===== src/rtl/urisc_pkg.sv =====
// Shared types and helpers for the URISC data-memory arbiter.
package urisc_pkg;

  typedef enum logic [1:0] {
    IDLE = 2'd0,
    PEND = 2'd1,
    ACK  = 2'd2
  } arb_state_t;

  // Address width for a given memory depth; a one-word memory still needs one bit.
  function automatic int unsigned addr_width(input int unsigned depth);
    return (depth <= 1) ? 1 : $clog2(depth);
  endfunction

endpackage


===== src/rtl/urisc_sat_counter.sv =====
// Saturating up-counter with synchronous clear and a registered saturation flag.
module urisc_sat_counter #(
  parameter int unsigned WIDTH = 4,
  parameter int unsigned MAX   = 15
) (
  input  logic             clk,
  input  logic             reset,
  input  logic             clr_i,
  input  logic             inc_i,
  output logic [WIDTH-1:0] count_o,
  output logic             sat_o
);

  logic [WIDTH-1:0] count_q, count_d;
  logic             sat_q, sat_d;

  always_comb begin
    count_d = count_q;
    if (clr_i) begin
      count_d = '0;
    end else if (inc_i && (count_q != WIDTH'(MAX))) begin
      count_d = count_q + WIDTH'(1);
    end
    sat_d = (count_d == WIDTH'(MAX));
  end

  always_ff @(posedge clk) begin
    if (reset) begin
      count_q <= '0;
      sat_q   <= 1'b0;
    end else begin
      count_q <= count_d;
      sat_q   <= sat_d;
    end
  end

  assign count_o = count_q;
  assign sat_o   = sat_q;

endmodule


===== src/rtl/urisc_dmem_arbiter.sv =====
// Shares the URISC data RAM between the core (zero-latency owner) and a queued
// host debug/loader port that uses cycles the core leaves idle.
module urisc_dmem_arbiter
  import urisc_pkg::*;
#(
  parameter int unsigned WIDTH    = 16,
  parameter int unsigned DEPTH    = 512,
  parameter int unsigned MAX_WAIT = 15,
  localparam int unsigned AW      = addr_width(DEPTH)
) (
  input  logic             clk,
  input  logic             reset,
  input  logic             core_cs,
  input  logic             core_read,
  input  logic             core_write,
  input  logic [AW-1:0]    core_addr,
  input  logic [WIDTH-1:0] core_wdata,
  output logic [WIDTH-1:0] core_rdata,
  input  logic             host_req,
  input  logic             host_we,
  input  logic [AW-1:0]    host_addr,
  input  logic [WIDTH-1:0] host_wdata,
  output logic             host_busy,
  output logic             host_ack,
  output logic [WIDTH-1:0] host_rdata,
  output logic             starve,
  input  logic             starve_clr,
  output logic             mem_cs,
  output logic             mem_we,
  output logic [AW-1:0]    mem_addr,
  output logic [WIDTH-1:0] mem_wdata,
  input  logic [WIDTH-1:0] mem_rdata
);

  localparam int unsigned CW = $clog2(MAX_WAIT + 1);

  arb_state_t       state_q, state_d;
  logic             req_we_q, req_we_d;
  logic [AW-1:0]    req_addr_q, req_addr_d;
  logic [WIDTH-1:0] req_wdata_q, req_wdata_d;
  logic             busy_q, busy_d;
  logic             ack_q, ack_d;
  logic [WIDTH-1:0] rdata_q;
  logic             starve_q, starve_d;
  logic             starve_set;
  logic             cnt_clr, cnt_inc;
  logic [CW-1:0]    wait_cnt;
  logic             wait_sat;
  logic             host_go_c;
  logic             core_read_unused;

  // The RAM reads asynchronously, so the core read strobe adds nothing here.
  assign core_read_unused = core_read;

  assign host_go_c = (state_q == PEND) && !core_cs;

  urisc_sat_counter #(
    .WIDTH (CW),
    .MAX   (MAX_WAIT)
  ) u_wait_cnt (
    .clk     (clk),
    .reset   (reset),
    .clr_i   (cnt_clr),
    .inc_i   (cnt_inc),
    .count_o (wait_cnt),
    .sat_o   (wait_sat)
  );

  // Host request FSM: next state, capture and starvation tracking.
  always_comb begin
    state_d     = state_q;
    req_we_d    = req_we_q;
    req_addr_d  = req_addr_q;
    req_wdata_d = req_wdata_q;
    cnt_clr     = 1'b0;
    cnt_inc     = 1'b0;
    starve_set  = 1'b0;
    unique case (state_q)
      IDLE: begin
        if (host_req) begin
          req_we_d    = host_we;
          req_addr_d  = host_addr;
          req_wdata_d = host_wdata;
          cnt_clr     = 1'b1;
          state_d     = PEND;
        end
      end
      PEND: begin
        if (!core_cs) begin
          state_d = ACK;
        end else begin
          cnt_inc    = 1'b1;
          starve_set = wait_sat || (wait_cnt == CW'(MAX_WAIT - 1));
        end
      end
      ACK:     state_d = IDLE;
      default: state_d = IDLE;
    endcase
    busy_d   = (state_d == PEND);
    ack_d    = (state_d == ACK);
    starve_d = starve_set ? 1'b1 : (starve_clr ? 1'b0 : starve_q);
  end

  always_ff @(posedge clk) begin
    if (reset) begin
      state_q     <= IDLE;
      req_we_q    <= 1'b0;
      req_addr_q  <= '0;
      req_wdata_q <= '0;
      busy_q      <= 1'b0;
      ack_q       <= 1'b0;
      rdata_q     <= '0;
      starve_q    <= 1'b0;
    end else begin
      state_q     <= state_d;
      req_we_q    <= req_we_d;
      req_addr_q  <= req_addr_d;
      req_wdata_q <= req_wdata_d;
      busy_q      <= busy_d;
      ack_q       <= ack_d;
      starve_q    <= starve_d;
      if (host_go_c && !req_we_q) begin
        rdata_q <= mem_rdata;
      end
    end
  end

  // Memory port mux: core always wins; reset blocks any select or write.
  always_comb begin
    mem_cs    = 1'b0;
    mem_we    = 1'b0;
    mem_addr  = '0;
    mem_wdata = '0;
    if (core_cs) begin
      mem_cs    = 1'b1;
      mem_we    = core_write;
      mem_addr  = core_addr;
      mem_wdata = core_wdata;
    end else if (host_go_c) begin
      mem_cs    = 1'b1;
      mem_we    = req_we_q;
      mem_addr  = req_addr_q;
      mem_wdata = req_wdata_q;
    end
    if (reset) begin
      mem_cs = 1'b0;
      mem_we = 1'b0;
    end
  end

  assign core_rdata = core_cs ? mem_rdata : '0;
  assign host_busy  = busy_q;
  assign host_ack   = ack_q;
  assign host_rdata = rdata_q;
  assign starve     = starve_q;

endmodule

===== config.mk =====
export PLATFORM = sky130hd
export DESIGN_NAME = urisc_dmem_arbiter
export DESIGN_NICKNAME = d
export VERILOG_FILES = /design/src/rtl/urisc_pkg.sv /design/src/rtl/urisc_sat_counter.sv /design/src/rtl/urisc_dmem_arbiter.sv
export SDC_FILE = /design/constraint.sdc
export NUM_CORES = 1
export LEC_CHECK = 0
export ABC_AREA = 0
export ABC_CLOCK_PERIOD_IN_PS = 4800
export BUFFER_PORTS_ARGS = -buffer_cell sky130_fd_sc_hd__buf_2
export CORE_MARGIN = 1.5
export CORE_UTILIZATION = 40
export CTS_BUF_LIST = sky130_fd_sc_hd__clkbuf_8
export CTS_CLUSTER_DIAMETER = 30
export DETAILED_ROUTE_END_ITERATION = 16
export PLACE_DENSITY = 0.75
export SLEW_MARGIN = 20
export SYNTH_ARGS = -nofsm -noshare
export SYNTH_HDL_FRONTEND = slang
export SYNTH_HIERARCHICAL = 1
export SYNTH_SLANG_ARGS = --single-unit

===== constraint.sdc =====
create_clock -name clk -period 4.8 [get_ports clk]
set_input_delay 0 -clock clk [delete_from_list [all_inputs] [get_ports clk]]
set_output_delay 0 -clock clk [all_outputs]
set_load 0.01 [all_outputs]

Word level (Yosys, flattened, before mapping):

Cells that the tools add are included.

* register bits: 52
* bits in latches: 0
* bits in writable memories: 0
* bits in read-only memories: 0
* output and inout port bits: 62
* word-level logic and storage cells: 50
* memories kept: 0

* $add $sub $neg: 1
* multiply operators: 0
* divide/modulo/power cells: 0
* order comparisons: 0
* equal/unequal tests: 6
* shift-type cells: 0
* multiplexer cells: 24
* bitwise gates (word level): 0
* reductions and logical operators: 9

Operators by type and width (number)
* $mux 16: 3
* $mux 9: 2
* $mux 1: 14
* $eq 4x4->1 const B: 2
* $mux 4: 2
* $add 4x1->4 const B: 1
* $eq 2x1->1 const B: 2
* $mux 2: 2
* $ne 4x4->1 const B: 1
* $pmux 2 s2: 1
* $logic_and 1x1->1: 3
* $eq 2x2->1 const B: 1
* $logic_not 1->1: 2
* $logic_not 2->1: 1
* $reduce_and 2->1: 1
* $reduce_bool 2->1: 1
* $logic_or 1x1->1: 1

Logic depth before layout (Yosys ltp):

Gate-level depths: netlist of run 1.

* depth after elaboration: 6
* gate-level depth with buffers: 7
* mapped depth without buffers: 5

Cells and area by module:

Netlist of run 1, hierarchy kept.

By module, submodules not included
* urisc_dmem_arbiter: instances 1, cells each 254, area an instance 2047.0 sq um, sequential area each 940.9 sq um
* urisc_sat_counter: instances 1, cells each 27, area an instance 255.2 sq um, sequential area each 100.1 sq um

Least setup slack after synthesis of run 1:

No wires, ideal clock.

* kind: register to register
* from: reg state_q[1]
* to: reg u_wait_cnt.sat_q, in the netlist u_wait_cnt/sat_o
* data arrival time: 1.691 ns
* setup slack: 3.029 ns
* cell stages (with the launch flop): 8
* period minus slack after synthesis: 1.771 ns
* cell sequence: dfxtp_1 > or3b_1 > buf_6 > clkinv_4 > buf_6 > or2_4 > or3_4 > a211oi_2

* elaborated cells between the ends (all ways): 8

RTL lines
* start, declared: line urisc_dmem_arbiter.sv:37 `arb_state_t state_q, state_d;`
* start signal, assigned: line urisc_dmem_arbiter.sv:115 `state_q <= state_d;`
* $logic_not 2->1: line urisc_dmem_arbiter.sv:78 `unique case (state_q)`
* $mux 1: line urisc_dmem_arbiter.sv:78
* named net cnt_clr: line urisc_dmem_arbiter.sv:46 `logic cnt_clr, cnt_inc;`
* $mux 4: line urisc_sat_counter.sv:19 `if (clr_i) begin`
* $eq 4x4->1: line urisc_sat_counter.sv:24 `sat_d = (count_d == WIDTH'(MAX));`
* end signal, assigned: line urisc_sat_counter.sv:33 `sat_q <= sat_d;`
* end, declared: line urisc_sat_counter.sv:15 `logic sat_q, sat_d;`

The timed path passes the listed nets, and every way through them passes these cells.
A chain may end at the register's enable or synchronous reset.

Worst setup path after layout of run 1:

* from: reg state_q[1]
* to: reg u_wait_cnt.sat_q, in the netlist u_wait_cnt/sat_o

* word-level cells in the longest chain between the ends: 6
* elaborated cells between the ends (all ways): 8

RTL lines
* $eq 2x1->1: line urisc_dmem_arbiter.sv:78
* $mux 1: line urisc_dmem_arbiter.sv:78
* $logic_and 1x1->1: line urisc_sat_counter.sv:21 `end else if (inc_i && (count_q != WIDTH'(MAX))) begin`
* $mux 4: line urisc_sat_counter.sv:21
* $mux 4 (*): line urisc_sat_counter.sv:19
* $eq 4x4->1 (*): line urisc_sat_counter.sv:24

Every way passes the cells marked *; elsewhere a longest branch is shown, timed or not.

==> flow_summary_export.csv, run 1 <==
group,metric,value,unit
setup_path,worst-path-max-fanout,28,
timing,worstMarginPinSlew,963,ps
timing,maxSlewHeadroom,0.358,
timing,rsz0062_at_grt,"no",
yosys,seq_area_frac_synth,0.452,
setup_path,cp_slowest_cell,"or3b_1",
routing,firstDrtPassIters,4,
grt,grtUsageTotal,0.209,
setup_path,rrSetupSlack,2110,ps
finish,n_fill_cell,499,
finish,final_common_cell,"buf_2",
placement,gp_congestion,0.748,
finish,syn2layout_area_growth,50.6,%
floorplanning,die_y,78.9,um
yosys,syn_area_per_cell,8.19,sq um
routing,vias_per_cell,4.87,
placement,hpwl,4070,um
clock_tree,clk_latency,290,ps
routing,drt_iter0_drc,54,
setup_path,critPathLaunchType,"flop",
clock_tree,htree_levels,2,
floorplanning,core_area,0.00554,sq mm
routing,drt-wirelength-per-cell,12.7,um
power,p_leak,1.61,nW
finish,mostFrequentLayoutCells,"buf_2, nand2_1, dfxtp_1",
clock_tree,path_clk_slew,80,ps
routing,ant_nets,0,
finish,seq_area,0.00104,sq mm
finish,nNetsFinal,521,
yosys,synth_edf_count,0,
timing,drv_slew,0,
job,drv_cap,0,
floorplanning,std_cell_rows,27,
floorplanning,dieArea,0.00622,sq mm
setup_path,critical_path_required,5020,ps
timing,min_period,2690,ps
setup_path,reg2reg_to,"u_wait_cnt/sat_o",
yosys,ys.flop_type,"dfxtp_1",
timing,fmax,0.372,GHz
timing,finalHoldViolCount,0,
timing,setup_violations,0,
floorplanning,initial_core_util,0.416,
finish,stdcell_count,516,
yosys,yosysWarnings,6,
placement,port-buffer-count,134,
power,power_density,250,mW/mm^2
clock_tree,cts.path.max_buffers,2,
setup_path,r2r_start,"state_q[1]",
placement,numPlacedInstances,467,
yosys,synthesis.area,0.00230,sq mm
finish,multi_input_area,0.00114,sq mm
setup_path,ff2ff_path_depth,5,
power,peakVddDrop,0.122,mV
grt,grt_pass1_vias,2434,
finish,drive_gt1_frac,0.331,
timing,tns,0,ps
floorplanning,ios,136,
min_path,hp-class,"input port to primary output",
yosys,syn_nets,356,
clock_tree,clock-sinks,52,
setup_path,cp-startpoint,"state_q[1]",
setup_path,crit_chain,"or3b_1 > clkinv_4 > or2_4 > or3_4 > a211oi_2",
clock_tree,cts_made_buffers,5,
placement,pre_cts_ws,2070,ps
routing,wirelength,6550,um
outcome,status,"completed",
grt,grt_max_degree,51,
setup_path,critical_path.endpoint,"u_wait_cnt/sat_o",
yosys,synth-async-reset-ratio,0,
floorplanning,die_w,78.9,um
clock_tree,cts_tree,"built",
timing,fin_skew,4.41,ps
grt,grt_overflow,0,
timing,fin_ws,2110,ps
setup_path,arrival,2910,ps
yosys,ys_seq_elements,52,
yosys,yosysUniqueCellTypes,32,
timing,post-route-period-util,0.560,
yosys,syn-instance-count,281,
routing,routed-via-count,2514,
routing,drc_errors,0,
setup_path,worstSetupPathType,"flop to flop",
setup_path,max_stage_delay,800,ps
grt,grt_pass1_wl,10400,um
setup_path,cp-end-kind,"flop",
grt,antenna_found_initial,0,
clock_tree,cts_root_buf,"clkbuf_8",
finish,antennaDiodeCount,0,
logic make-up (layout without fill, tap and decap cells):
| family | count (synthesis) | in the layout | synth area share |
|---|---|---|---|
| buf+inv | 23 | 186 | 0.0560 |
| flops | 52 | 52 | 0.452 |
| simple gates | 126 | 126 | 0.265 |
| mux | 1 | 1 | 0.00435 |
| compound gates | 78 | 78 | 0.217 |
| fa+ha+maj | 1 | 1 | 0.00543 |
critical path, delay by kind of cell, from the launching register on:
| family | cells | cell delay [ps] |
|---|---|---|
| DFF | 1 | 460 |
| and+or+nand+nor | 3 | 1560 |
| AOI/OAI and AO/OA | 1 | 180 |
| buffers and inverters | 1 | 400 |
stage by stage:
step / area [sq um] / power (W) / hold slack, ps / util
6_report: 3470 / 0.000865 / 309 / 0.626
4_1_cts: 3460 / 0.000874 / 309 / 0.624
5_1_grt: 3470 / 0.000911 / 311 / 0.626
2_1_floorplan: 2300 / 0.000564 / 136 / -
3_3_place_gp: 2960 / 0.000623 / 242 / 0.534
3_5_place_dp: 2960 / 0.000627 / 247 / 0.534
worst min-delay path by stage:
| stage | to | slack [ps] | from | depth (start not counted) |
|---|---|---|---|---|
| finish | mem_wdata[2] | 310 | core_wdata[2] | 3 |
| global route | mem_wdata[6] | 310 | core_wdata[6] | 3 |
| CTS | mem_wdata[6] | 310 | core_wdata[6] | 3 |
| detailed placement | req_wdata_q[15] | 250 | host_wdata[15] | 3 |
| global placement | req_addr_q[6] | 240 | host_addr[6] | 3 |
| floorplan | req_addr_q[0] | 140 | host_addr[0] | 2 |
per-layer routing:
| layer | wire length (um) | part of all wire | vias up | track usage |
|---|---|---|---|---|
| met5 | 0 | 0 | - | 0 |
| met4 | 125 | 0.019 | 0 | 0.0895 |
| met3 | 293 | 0.045 | 14 | 0.0379 |
| met2 | 3510 | 0.54 | 84 | 0.400 |
| met1 | 2620 | 0.40 | 1136 | 0.221 |
| li1 | - | - | 1280 | - |
state kept, by name (all words and copies together) (netlist names):
register and flops:
u_wait_cnt/count_o 4, starve 1, u_wait_cnt/sat_o 1, host_rdata 16
req_wdata_q 16, req_we_q 1, host_busy 1, host_ack 1
req_addr_q 9, state_q 2
power breakdown:
| part | leakage (nW) | total, W | internal [W] | switching (W) |
|---|---|---|---|---|
| registers | 0.425 | 0.000464 | 0.000452 | 0.0000119 |
| logic | 1.15 | 0.000182 | 0.0000931 | 0.0000893 |
| clock network | 0.0359 | 0.000219 | 0.0000943 | 0.000125 |
final cells by class:
| class | instances | area share |
|---|---|---|
| clock buffers | 5 | 0.0198 |
| repair buffers | 178 | 0.321 |
| inverters | 3 | 0.00469 |
| flip-flops and latches | 52 | 0.300 |
| multi-input cells | 206 | 0.328 |
| well taps | 72 | 0.0260 |
cells in the mapped netlist, types with 2 or more instances:
library cell | number | area, sq um
nor2b_1 | 3 | 18.8
nand2_1 | 84 | 315
o211ai_1 | 2 | 15.0
inv_1 | 2 | 7.51
and4b_1 | 2 | 20.0
nor2_1 | 6 | 22.5
buf_2 | 6 | 30.0
a22o_1 | 25 | 219
o21ai_0 | 2 | 10.0
nand3_1 | 2 | 10.0
buf_6 | 4 | 45.0
clkbuf_1 | 10 | 37.5
a21oi_1 | 47 | 235
and2_1 | 17 | 106
dfxtp_1 | 52 | 1040
timing repair:
item,in CTS,in global routing
setup buffers,0,0
endpoints found under the setup margin,0,0
hold buffers,43,0
gates resized for setup,0,0
endpoints found under the hold margin,43,0
No activity file was read; power rests on OpenSTA's default activity.
==> run 2, diff against run 1 <==
--- a/config.mk
+++ b/config.mk
@@ -6,7 +6,7 @@
 export NUM_CORES = 1
 export LEC_CHECK = 0
 export ABC_AREA = 0
-export ABC_CLOCK_PERIOD_IN_PS = 4800
+export ABC_CLOCK_PERIOD_IN_PS = 2600
 export BUFFER_PORTS_ARGS = -buffer_cell sky130_fd_sc_hd__buf_2
 export CORE_MARGIN = 1.5
 export CORE_UTILIZATION = 40
==> constraint.sdc (replaced) <==
create_clock -name clk -period 2.6 [get_ports clk]
set_input_delay 0 -clock clk [delete_from_list [all_inputs] [get_ports clk]]
set_output_delay 0 -clock clk [all_outputs]
set_load 0.01 [all_outputs]
==> run 2 against run 1 <==
  * Clock-buffer cell count is the same
  * Setup slack got worse by 1400 ps
  * Clock skew barely moved
  * Largest power group unchanged
==> flow_summary_export.csv, run 2 (synthesis results as in run 1) <==
group,metric,value,unit
floorplanning,dieArea,0.00622,sq mm
timing,min_period,1880,ps
power,p_leak,1.62,nW
clock_tree,cts_tree,"built",
grt,antenna_found_initial,0,
setup_path,critical_path_required,2820,ps
timing,maxSlewHeadroom,0.402,
setup_path,ff2ff_path_depth,5,
setup_path,reg2reg_to,"u_wait_cnt/sat_o",
clock_tree,path_clk_slew,80,ps
finish,drive_gt1_frac,0.333,
floorplanning,die_y,78.9,um
placement,gp_congestion,0.771,
timing,fin_skew,4.68,ps
timing,worstMarginPinSlew,896,ps
floorplanning,core_area,0.00554,sq mm
placement,port-buffer-count,134,
floorplanning,std_cell_rows,27,
clock_tree,cts_made_buffers,5,
job,drv_cap,0,
power,peakVddDrop,0.231,mV
grt,grt_pass1_vias,2326,
finish,final_util,0.626,
setup_path,worstSetupPathType,"flop to flop",
clock_tree,htree_levels,2,
grt,grt_overflow,0,
clock_tree,cts_resized,0,
routing,ant_nets,0,
setup_path,cp-startpoint,"state_q[1]",
setup_path,rrSetupSlack,720,ps
timing,tns,0,ps
grt,grt_max_degree,51,
floorplanning,ios,136,
timing,post-route-period-util,0.724,
routing,firstDrtPassIters,4,
finish,nNetsFinal,522,
clock_tree,cts.path.max_buffers,2,
clock_tree,clk_latency,290,ps
clock_tree,clock-sinks,52,
timing,setup_violations,0,
timing,finalHoldViolCount,0,
placement,hpwl,4100,um
min_path,hp-class,"input port to primary output",
routing,drt_iter0_drc,71,
setup_path,r2r_start,"state_q[1]",
setup_path,critPathLaunchType,"flop",
routing,routed-via-count,2497,
timing,fmax,0.531,GHz
clock_tree,cts_root_buf,"clkbuf_8",
finish,syn2layout_area_growth,50.8,%
grt,grt_pass1_wl,10000,um
routing,wirelength,6500,um
finish,antennaDiodeCount,0,
power,power_density,459,mW/mm^2
setup_path,critical_path.endpoint,"u_wait_cnt/sat_o",
floorplanning,initial_core_util,0.416,
floorplanning,die_w,78.9,um
timing,drv_slew,0,
setup_path,worst-path-max-fanout,28,
finish,final_common_cell,"buf_2",
setup_path,cp-end-kind,"flop",
outcome,status,"completed",
placement,postPlaceCellArea,0.00297,sq mm
finish,design_area,0.00347,sq mm
setup_path,arrival,2100,ps
timing,rsz0062_at_grt,"no",
routing,vias_per_cell,4.83,
routing,drt-wirelength-per-cell,12.6,um
min_path,whs_path_depth,3,
grt,grtUsageTotal,0.202,
finish,n_fill_cell,508,
routing,drc_errors,0,
finish,mostFrequentLayoutCells,"buf_2, nand2_1, dfxtp_1",
timing,whs,307,ps
==> run 2: cell types whose count changed in the layout (fill, tap and decap cells not counted), sizes merged <==
cell  delta
buf      +1
==> run 2: per-stage QoR <==
step | std cells | setup slack, ps | power [W]
after floorplan | 281 | 829 | 0.00104
after global placement | 469 | 763 | 0.00115
after detailed placement | 469 | 729 | 0.00116
after CTS | 517 | 711 | 0.00162
after global routing | 517 | 612 | 0.00169
final | 517 | 717 | 0.00159
==> run 2: what timing repair did <==
action	in CTS	in global routing
endpoints found under the setup margin	0	0
setup buffers	0	0
hold endpoints to repair	43	0
hold buffers	43	0
==> run 2: area by class of cell <==
cell class                      instances  area [sq um]  area share
Sequential cell                        52          1040       0.300
Tap cell                               72          90.1      0.0260
Inverter                                3          16.3     0.00469
Clock buffer                            5          68.8      0.0198
Timing Repair Buffer                  179          1120       0.322
Multi-Input combinational cell        206          1140       0.328
==> run 2: how the worst min path moves through the flow <==
stage | startpoint | end | slack (ps)
6_report | core_wdata[14] | mem_wdata[14] | 310
5_1_grt | core_wdata[1] | mem_wdata[1] | 320
4_1_cts | core_addr[0] | mem_addr[0] | 310
3_5_place_dp | host_wdata[15] | req_wdata_q[15] | 250
3_3_place_gp | host_addr[6] | req_addr_q[6] | 240
2_1_floorplan | host_addr[0] | req_addr_q[0] | 140
==> run 2: power breakdown <==
part	internal, W	total (W)	switching [W]
sequential	0.000834	0.000856	0.0000222
clock	0.000174	0.000400	0.000226
combinational	0.000173	0.000337	0.000164
==> run 2: critical path: stages, from the launching register on <==
cell      delay, ps
dfxtp_1         460
or3b_1          220
clkinv_4        200
or2_4           320
or3_4           390
a211oi_2        190
==> run 2: routing by layer <==
metal / routed length [um] / GRT usage / vias up
li1: - / - / 1286
met1: 2620 / 0.217 / 1117
met2: 3430 / 0.384 / 81
met3: 328 / 0.0414 / 13
met4: 133 / 0.0807 / 0
met5: 0 / 0 / -
